File: src/rtl/dmem_arb_pkg.sv
// -----------------------------------------------------------------------------
// dmem_arb_pkg
// Shared types and default widths for the data-memory arbiter.
//   port_id_t : identifies the requester (CPU controller or host/debug loader)
//   rd_tag_t  : one slot of the read-latency pipeline {valid, port}
// -----------------------------------------------------------------------------
package dmem_arb_pkg;

   localparam int DEF_AW = 8;
   localparam int DEF_DW = 16;

   typedef enum logic {
      PORT_CPU  = 1'b0,
      PORT_HOST = 1'b1
   } port_id_t;

   typedef struct packed {
      logic     valid;
      port_id_t port;
   } rd_tag_t;

   localparam rd_tag_t RD_TAG_IDLE = '{valid: 1'b0, port: PORT_CPU};

endpackage

File: src/rtl/dmem_arbiter_rd_tag_pipe.sv
// -----------------------------------------------------------------------------
// rd_tag_pipe
// DEPTH-deep shift register of read tags. Each cycle the arbiter pushes one
// tag; the tag leaving the last stage lines up with the memory read data.
// Ports:
//   clk       rising-edge clock
//   flush     synchronous clear of every stage (tied to the arbiter reset)
//   in_valid  tag pushed this cycle marks a granted read
//   in_port   requester of that read (0 = CPU, 1 = host)
//   out_valid tag at the pipeline output is a read
//   out_port  requester of the read at the pipeline output
// -----------------------------------------------------------------------------
module rd_tag_pipe
   import dmem_arb_pkg::*;
#(
   parameter int DEPTH = 1
) (
   input  logic clk,
   input  logic flush,
   input  logic in_valid,
   input  logic in_port,
   output logic out_valid,
   output logic out_port
);

   rd_tag_t pipe_q [DEPTH];
   rd_tag_t pipe_d [DEPTH];

   // NOTE: every variable driven here gets a default first so no path can
   // leave it unassigned and infer a latch.
   always_comb begin
      for (int i = 0; i < DEPTH; i++) begin
         pipe_d[i] = RD_TAG_IDLE;
      end
      pipe_d[0] = '{valid: in_valid, port: port_id_t'(in_port)};
      for (int i = 1; i < DEPTH; i++) begin
         pipe_d[i] = pipe_q[i-1];
      end
   end

   // NOTE: sequential state uses non-blocking assignments so every stage
   // samples the value its neighbour held before this edge.
   // The tags are cleared on reset (unlike a data RAM) because a stale valid
   // tag would raise RValid for a read the requester never sees completed.
   always_ff @(posedge clk) begin
      for (int i = 0; i < DEPTH; i++) begin
         if (flush) begin
            pipe_q[i] <= RD_TAG_IDLE;
         end else begin
            pipe_q[i] <= pipe_d[i];
         end
      end
   end

   assign out_valid = pipe_q[DEPTH-1].valid;
   assign out_port  = pipe_q[DEPTH-1].port;

endmodule

File: src/rtl/dmem_arbiter.sv
// -----------------------------------------------------------------------------
// dmem_arbiter
// Shares one single-port synchronous data RAM between the CPU controller
// (port 0) and the host/debug loader (port 1). One access per cycle, granted
// combinationally. The CPU has fixed priority; a host that has lost MAX_WAIT
// consecutive cycles is granted next. Granted reads are tagged and the tag
// travels RD_LAT cycles so the read data is flagged for the right requester.
// Ports:
//   Clk, Rst            clock; synchronous active-high reset
//   ReqN/WrN/AddrN/WDataN  request, direction, address, write data per port
//   GntN                access accepted this cycle
//   RValidN             RData carries the read issued by port N
//   RData               read data (pass-through of Mem_RData)
//   Mem_En/Mem_Wr/Mem_Addr/Mem_WData  RAM command (all zero when idle)
//   Mem_RData           RAM read data, RD_LAT cycles after the address
// -----------------------------------------------------------------------------
module dmem_arbiter
   import dmem_arb_pkg::*;
#(
   parameter int AW       = DEF_AW,
   parameter int DW       = DEF_DW,
   parameter int RD_LAT   = 1,
   parameter int MAX_WAIT = 4
) (
   input  logic          Clk,
   input  logic          Rst,
   input  logic          Req0,
   input  logic          Req1,
   input  logic          Wr0,
   input  logic          Wr1,
   input  logic [AW-1:0] Addr0,
   input  logic [AW-1:0] Addr1,
   input  logic [DW-1:0] WData0,
   input  logic [DW-1:0] WData1,
   output logic          Gnt0,
   output logic          Gnt1,
   output logic          RValid0,
   output logic          RValid1,
   output logic [DW-1:0] RData,
   output logic          Mem_En,
   output logic          Mem_Wr,
   output logic [AW-1:0] Mem_Addr,
   output logic [DW-1:0] Mem_WData,
   input  logic [DW-1:0] Mem_RData
);

   localparam int             WCW        = $clog2(MAX_WAIT + 1);
   localparam logic [WCW-1:0] WAIT_LIMIT = WCW'(MAX_WAIT);

   logic [WCW-1:0] wait_cnt_q, wait_cnt_d;
   logic           gnt0, gnt1;
   logic           tag_valid, tag_port;

   // Winner selection. Reset masks every grant so nothing reaches the RAM.
   always_comb begin
      gnt0 = 1'b0;
      gnt1 = 1'b0;
      if (!Rst) begin
         if (Req0 && Req1) begin
            if (wait_cnt_q == WAIT_LIMIT) begin
               gnt1 = 1'b1;
            end else begin
               gnt0 = 1'b1;
            end
         end else if (Req0) begin
            gnt0 = 1'b1;
         end else if (Req1) begin
            gnt1 = 1'b1;
         end
      end
   end

   // RAM command mux; an idle bus is driven to all zeros.
   always_comb begin
      Mem_En    = 1'b0;
      Mem_Wr    = 1'b0;
      Mem_Addr  = '0;
      Mem_WData = '0;
      if (gnt0) begin
         Mem_En    = 1'b1;
         Mem_Wr    = Wr0;
         Mem_Addr  = Addr0;
         Mem_WData = WData0;
      end else if (gnt1) begin
         Mem_En    = 1'b1;
         Mem_Wr    = Wr1;
         Mem_Addr  = Addr1;
         Mem_WData = WData1;
      end
   end

   // Consecutive host losses. Any host grant or a withdrawn host request
   // starts the count again; the count saturates at the forcing threshold.
   always_comb begin
      wait_cnt_d = wait_cnt_q;
      if (gnt1 || !Req1) begin
         wait_cnt_d = '0;
      end else if (gnt0 && (wait_cnt_q != WAIT_LIMIT)) begin
         wait_cnt_d = wait_cnt_q + 1'b1;
      end
   end

   always_ff @(posedge Clk) begin
      if (Rst) begin
         wait_cnt_q <= '0;
      end else begin
         wait_cnt_q <= wait_cnt_d;
      end
   end

   rd_tag_pipe #(
      .DEPTH (RD_LAT)
   ) u_rd_tag_pipe (
      .clk       (Clk),
      .flush     (Rst),
      .in_valid  (Mem_En && !Mem_Wr),
      .in_port   (gnt1),
      .out_valid (tag_valid),
      .out_port  (tag_port)
   );

   assign Gnt0  = gnt0;
   assign Gnt1  = gnt1;
   assign RData = Mem_RData;

   // With RD_LAT=1 a read issued just before reset is at the pipeline output
   // during the reset cycle itself; masking with Rst keeps it from reporting.
   assign RValid0 = !Rst && tag_valid && (tag_port == PORT_CPU);
   assign RValid1 = !Rst && tag_valid && (tag_port == PORT_HOST);

endmodule

File: config.mk
export PLATFORM = sky130hd
export DESIGN_NAME = dmem_arbiter
export DESIGN_NICKNAME = d
export VERILOG_FILES = /design/src/rtl/dmem_arb_pkg.sv /design/src/rtl/dmem_arbiter_rd_tag_pipe.sv /design/src/rtl/dmem_arbiter.sv
export SDC_FILE = /design/constraint.sdc
export NUM_CORES = 1
export LEC_CHECK = 0
export CORE_MARGIN = 10
export CORE_UTILIZATION = 22
export CTS_CLUSTER_DIAMETER = 150
export CTS_CLUSTER_SIZE = 14
export DETAILED_ROUTE_END_ITERATION = 12
export HOLD_SLACK_MARGIN = 0.02
export MAX_ROUTING_LAYER = met4
export PLACE_DENSITY_LB_ADDON = 0.12
export SYNTH_ARGS = -nofsm -noshare
export SYNTH_HDL_FRONTEND = slang
export SYNTH_SLANG_ARGS = --single-unit
File: constraint.sdc
create_clock -name Clk -period 2.8 [get_ports Clk]
set_clock_uncertainty 0.2 [all_clocks]
set_input_delay 0.56 -clock Clk [delete_from_list [all_inputs] [get_ports Clk]]
set_output_delay 0.56 -clock Clk [all_outputs]
set_load 0.02 [all_outputs]
==> results of run 1 <==
==> power by group <==
group	switching, µW	internal, µW
Clock	31.6	54.0
Combinational	82.0	123
Sequential	1.07	73.9
==> cells in the mapped netlist <==
cell type / instances / area, µm²
a21boi_2: 1 / 11.3
and3_1: 2 / 12.5
inv_1: 3 / 11.3
buf_6: 3 / 33.8
dfxtp_1: 5 / 100
and3b_1: 1 / 8.76
a22o_1: 21 / 184
nor2b_1: 2 / 12.5
a311oi_4: 1 / 26.3
mux2i_1: 1 / 10.0
or2_2: 1 / 6.26
nor2b_2: 1 / 8.76
nor3b_1: 1 / 7.51
ha_1: 2 / 25.0
a22o_2: 4 / 40.0
nor2_1: 3 / 11.3
nand2_1: 1 / 3.75
a221oi_1: 1 / 8.76
buf_4: 18 / 135
inv_2: 1 / 3.75
==> how the worst max path moves through the flow <==
stage / end / slack [ns] / depth (start not counted)
final: Mem_En / 0.08 / 5
after global routing: Mem_En / 0.04 / 5
after CTS: Mem_Addr[2] / 0.0008 / 7
after detailed placement: Mem_WData[15] / -0.43 / 6
after global placement: Mem_WData[15] / -0.40 / 6
after floorplan: Mem_WData[10] / 0.51 / 5
==> cell families after synthesis <==
kind of cell | Yosys count | share of synthesized area (%)
and+or+nand+nor | 12 | 10.8
muxes | 1 | 1.52
buffers and inverters | 25 | 27.8
DFF | 5 | 15.2
adders and majority gates | 2 | 3.79
AOI/OAI and AO/OA | 28 | 40.9
==> what timing repair did <==
| action | in CTS | in global routing |
|---|---|---|
| endpoints found under the setup margin | 30 | 25 |
| hold buffers | 0 | 0 |
| setup buffers | 1 | 0 |
| resized for setup | 36 | 49 |
| gates cloned | 2 | 0 |
| pin swaps | 1 | 0 |
| hold endpoints to repair | 0 | 0 |
==> flip-flops by register name, summed over array words and instances, names as in the netlist <==
register / flops
u_rd_tag_pipe.pipe_q: 2
wait_cnt_q: 3
==> layer usage <==
layer | global-route usage (%) | share of wire (%) | up-vias
met3 | 3.68 | 10 | 10
met2 | 21.9 | 52 | 39
met5 | - | 0 | -
li1 | - | - | 408
met4 | 3.99 | 1.3 | 0
met1 | 11.2 | 36 | 362
==> worst max-delay path: stages <==
cell and delay (ns):
dlygate4sd2_1 0.29, buf_4 0.16, or2_2 0.29, inv_1 0.06, clkdlybuf4s50_1 0.60
==> area by class of cell <==
cell class                      instances  share of cell area [%]
Tap cell                               31                    2.74
Clock buffer                            4                    1.85
Timing Repair Buffer                   91                    59.5
Sequential cell                         5                    7.06
Multi-Input combinational cell         43                    27.8
Inverter                                4                    1.06
==> per-stage QoR <==
stage / instance area, µm² / hold slack [ns] / setup TNS, ns / setup slack, ns / power [µW]
after floorplan: 661 / 0.302 / 0 / 0.508 / 188
after global placement: 1430 / 0.326 / -9.78 / -0.395 / 290
after detailed placement: 1430 / 0.329 / -10.63 / -0.429 / 292
after CTS: 1500 / 0.340 / 0 / 0.000762 / 378
after global routing: 1420 / 0.375 / 0 / 0.0409 / 386
final: 1420 / 0.336 / 0 / 0.0815 / 366
==> summary.md, run 1 <==
| Metric | Value |
|---|---|
| Fin cells | `178` |
| Final setup fails | `0` |
| Ratio of cells with drive above 1 in the final layout | `32.0%` |
| CTS tree | `built` |
| Total of max-cap violations | `0` |
| Syn avg cell area | `9.05 µm²` |
| Cell variety after synth | `20` |
| Initial antenna violation count | `0` |
| Hold_sp | `wait_cnt_q[0]$_SDFFE_PP0P_` |
| Kind of critical path | `in2out` |
| Syn Std Cell Area | `661 µm²` |
| DRC viols | `0` |
| PortBufs | `83` |
| Fillers | `294` |
| Fin util | `50.5%` |
| Vias per cell | `4.60` |
| Clk_lat worst skew | `0.25 ns` |
| Multi-input logic area | `394 µm²` |
| Site row count | `19` |
| Root Buffer | `clkbuf_4` |
| RSZ-0062 raised after global routing | `false` |
| Post-Syn Nets | `145` |
| Num CTS Buffers | `3` |
| I/O pins | `116` |
| Placed insts | `171` |
| HPWL after detailed placement | `2840 µm` |
| Req. time, crit path | `2.04 ns` |
| Worst VDD drop | `0.000179 V` |
| H-tree levels | `1` |
| Area growth syn-to-layout | `115%` |
| Arr. time, crit path | `1.96 ns` |
| GP Congestion | `0.719` |
| Total global-route track usage | `11.8%` |
| DIE WIDTH | `74.8 µm` |
| CTS sink cnt | `5` |
| Diode count | `0` |
| Final max-slew violation count | `0` |
| Drt pass-1 iters | `4` |
| Synth Register Bits | `5` |
| Most common cell after layout, fill and taps aside | `clkdlybuf4s50_1` |
| Post-Syn Instances | `73` |
| Hold path cells | `2` |
| Final #Nets | `220` |
| Type of the tightest min-delay check | `reg2reg` |
| Pin count of the biggest net entering global routing | `15` |
| Starting Density | `23.6%` |
| Synth warn | `0` |
| Run status | `complete, no violations` |
| Vias in the first global route | `853` |
| Worst Hold Endpoint | `wait_cnt_q[0]$_SDFFE_PP0P_` |
| Max Fclk | `368 MHz` |
| Die Y | `74.8 µm` |
| Commonest non-fill, non-tap cells in the layout | `clkdlybuf4s50_1 (53), clkbuf_2 (24), a22o_1 (21)` |
| Worst Setup End Kind | `output pin` |
| ANT nets after route | `0` |
| P_leak | `0.000657 µW` |
| Power per Cell Area | `258 nW/µm²` |
| Setup crit start | `Rst` |
| Reg2reg path depth | `6` |
| Starting DRT DRC Count | `34` |
| Final min period | `2.72 ns` |
| CTS Buffer Depth | `2` |
| Slew @ Worst Pin | `0.258 ns` |
| CORE AREA | `2810 µm²` |
| Sequential-to-total area share from yosys stat | `15.2%` |
| First-pass GRT wire length | `4910 µm` |
| Reg-to-Reg Start | `wait_cnt_q[0]$_SDFFE_PP0P_` |
| Sequential Area | `100 µm²` |
| Reg2Reg Setup Slack | `1.10 ns` |
| Die ar. | `5600 µm²` |
| Clk slew on worst S/H paths | `0.05 ns` |
| Drt total wl | `3470 µm` |
| Worst Path Max Fanout | `3` |
| Worst setup SP type | `input port` |
| Max-slew headroom | `82.8%` |
| Period utilization | `97.1%` |
| Via count | `819` |
| Reg-to-reg endpoint | `u_rd_tag_pipe.pipe_q[0][1]$_SDFF_PP0_` |
| GRT overflow | `0` |
| Hold Fails Final Rpt | `0` |
| Wire length per cell | `19.5 µm` |
No activity file was read; power rests on OpenSTA's default activity.
==> inputs of run 2 (changes only) <==
--- a/config.mk
+++ b/config.mk
@@ -13,6 +13,7 @@
 export HOLD_SLACK_MARGIN = 0.02
 export MAX_ROUTING_LAYER = met4
 export PLACE_DENSITY_LB_ADDON = 0.12
+export SLEW_MARGIN = 25
 export SYNTH_ARGS = -nofsm -noshare
 export SYNTH_HDL_FRONTEND = slang
 export SYNTH_SLANG_ARGS = --single-unit
==> results of run 2 <==
No change in the layout: final DEF, timing and power equal those of run 1.
==> inputs of run 3 (changes only) <==
--- a/config.mk
+++ b/config.mk
@@ -5,14 +5,15 @@
 export SDC_FILE = /design/constraint.sdc
 export NUM_CORES = 1
 export LEC_CHECK = 0
+export CAP_MARGIN = 40
 export CORE_MARGIN = 10
 export CORE_UTILIZATION = 22
 export CTS_CLUSTER_DIAMETER = 150
 export CTS_CLUSTER_SIZE = 14
 export DETAILED_ROUTE_END_ITERATION = 12
-export HOLD_SLACK_MARGIN = 0.02
 export MAX_ROUTING_LAYER = met4
 export PLACE_DENSITY_LB_ADDON = 0.12
+export SKIP_LAST_GASP = 1
 export SLEW_MARGIN = 25
 export SYNTH_ARGS = -nofsm -noshare
 export SYNTH_HDL_FRONTEND = slang
==> summary.md, run 3 (synthesized netlist as in run 1, its figures left out) <==
| Metric | Value |
|---|---|
| Run status | `complete, no violations` |
| Most common cell after layout, fill and taps aside | `clkdlybuf4s50_1` |
| Largest register by flop count | `wait_cnt_q` |
| Final min period | `2.72 ns` |
| Period utilization | `97.1%` |
| RSZ-0062 raised after global routing | `false` |
| Max-slew headroom | `82.2%` |
| Reg-to-reg endpoint | `u_rd_tag_pipe.pipe_q[0][1]$_SDFF_PP0_` |
| Clk slew on worst S/H paths | `0.05 ns` |
| First-pass GRT wire length | `4920 µm` |
| P_leak | `0.000657 µW` |
| CTS sink cnt | `5` |
| Setup WS post-layout | `0.0826 ns` |
| GRT overflow | `0` |
| Setup crit start | `Rst` |
| CTS tree | `built` |
| Reg-to-Reg Start | `wait_cnt_q[0]$_SDFFE_PP0P_` |
| Fin util | `50.7%` |
| Initial antenna violation count | `0` |
| Starting Density | `23.6%` |
| Starting DRT DRC Count | `40` |
| Type of the tightest min-delay check | `reg2reg` |
| # hold bufs at CTS | `0` |
| Slew @ Worst Pin | `0.266 ns` |
| H-tree levels | `1` |
| Worst VDD drop | `0.000180 V` |
| Worst Path Max Fanout | `3` |
| Fillers | `293` |
| Wire length per cell | `19.4 µm` |
| CORE AREA | `2810 µm²` |
| Clk_lat worst skew | `0.25 ns` |
| M2 GR Usage | `21.9%` |
| Via count | `812` |
| Critical Path End | `Mem_En` |
| Met1 Track Usage GR | `11.4%` |
| Hold Fails Final Rpt | `0` |
| DP Worst Slack | `-0.429 ns` |
| Num CTS Buffers | `3` |
| Worst Setup End Kind | `output pin` |
| Final #Nets | `220` |
| HPWL after detailed placement | `2840 µm` |
| Reg2reg path depth | `6` |
| Max Fclk | `368 MHz` |
| Vias in the first global route | `851` |
| Top Registers | `wait_cnt_q x3, u_rd_tag_pipe.pipe_q x2` |
| Pin count of the biggest net entering global routing | `15` |
| DRC viols | `0` |
| Routing usage on met3 | `3.55%` |
| Total power | `366 µW` |
| Req. time, crit path | `2.04 ns` |
| Most Used Layer, Global Route | `met2` |
| GP Congestion | `0.719` |
| Commonest non-fill, non-tap cells in the layout | `clkdlybuf4s50_1 (53), clkbuf_2 (23), a22o_1 (21)` |
| DIE WIDTH | `74.8 µm` |
| Site row count | `19` |
| ANT nets after route | `0` |
| Final setup fails | `0` |
| Power per Cell Area | `258 nW/µm²` |
| Max reg flops | `3` |
| I/O pins | `116` |
| Drt pass-1 iters | `3` |
| Total global-route track usage | `11.8%` |
| PortBufs | `83` |
| Arr. time, crit path | `1.96 ns` |
| Root Buffer | `clkbuf_4` |
| Kind of critical path | `in2out` |
| CTS Buffer Depth | `2` |
| Reg2Reg Setup Slack | `1.10 ns` |
| Area growth syn-to-layout | `115%` |
| Diode count | `0` |
| Die ar. | `5600 µm²` |
| Drt total wl | `3450 µm` |
| Total of max-cap violations | `0` |
| Worst setup SP type | `input port` |
| Placed Area | `1430 µm²` |
| Die Y | `74.8 µm` |
| Design Area, Final | `1420 µm²` |
| Ratio of cells with drive above 1 in the final layout | `31.3%` |
| Vias per cell | `4.56` |
| Final max-slew violation count | `0` |
==> run 3: cell types whose count changed in the layout (fill, tap and decap cells not counted) <==
cell | previous run | this run
clkdlybuf4s15_1 | 0 | 1
clkbuf_2 | 24 | 23
==> run 3: critical path: stages <==
cell and delay (ns):
dlygate4sd2_1 0.29, buf_4 0.16, or2_2 0.29, inv_1 0.06
clkdlybuf4s50_1 0.60
==> run 3: routing by layer <==
metal	part of all wire, %	vias up	routed length, µm
met5	0	-	0
met4	2.1	0	72
met3	10	13	344
met2	51	38	1770
met1	37	352	1260
li1	-	409	-
==> run 3: through the flow <==
step                      TNS, ns  hold slack (ns)  instances
after CTS                 -0.0272            0.340        178
after global routing            0            0.375        178
final                           0            0.335        178
after global placement      -9.78            0.326        171
after floorplan                 0            0.302         73
after detailed placement   -10.63            0.329        171
==> run 3: what timing repair did <==
item / 4_1_cts / 5_1_grt
resized for setup: 35 / 49
pin swaps: 1 / 0
gates cloned: 2 / 0
setup endpoints to repair: 30 / 25
setup buffers: 1 / 0
==> run 3: worst min path at each step <==
stage | end | from | cells after the start
floorplan | wait_cnt_q[0]$_SDFFE_PP0P_ | wait_cnt_q[0]$_SDFFE_PP0P_ | 2
global placement | wait_cnt_q[0]$_SDFFE_PP0P_ | wait_cnt_q[0]$_SDFFE_PP0P_ | 2
detailed placement | wait_cnt_q[0]$_SDFFE_PP0P_ | wait_cnt_q[0]$_SDFFE_PP0P_ | 2
CTS | wait_cnt_q[0]$_SDFFE_PP0P_ | wait_cnt_q[0]$_SDFFE_PP0P_ | 2
global route | wait_cnt_q[0]$_SDFFE_PP0P_ | wait_cnt_q[0]$_SDFFE_PP0P_ | 2
finish | wait_cnt_q[0]$_SDFFE_PP0P_ | wait_cnt_q[0]$_SDFFE_PP0P_ | 2
==> run 3: power by group <==
part | internal [µW] | total, µW | switching, µW
combinational | 124 | 206 | 82.0
clock | 54.0 | 85.9 | 31.9
sequential | 73.9 | 74.9 | 1.03
total | 252 | 366 | 115
==> run 3: layout make-up <==
cell class / instances / area (µm²) / share of cell area, %
multi-input cells: 43 / 394 / 27.7
clock buffers: 4 / 26.3 / 1.85
flip-flops and latches: 5 / 100 / 7.04
repair buffers: 91 / 848 / 59.6
inverters: 4 / 15.0 / 1.06
well taps: 31 / 38.8 / 2.73
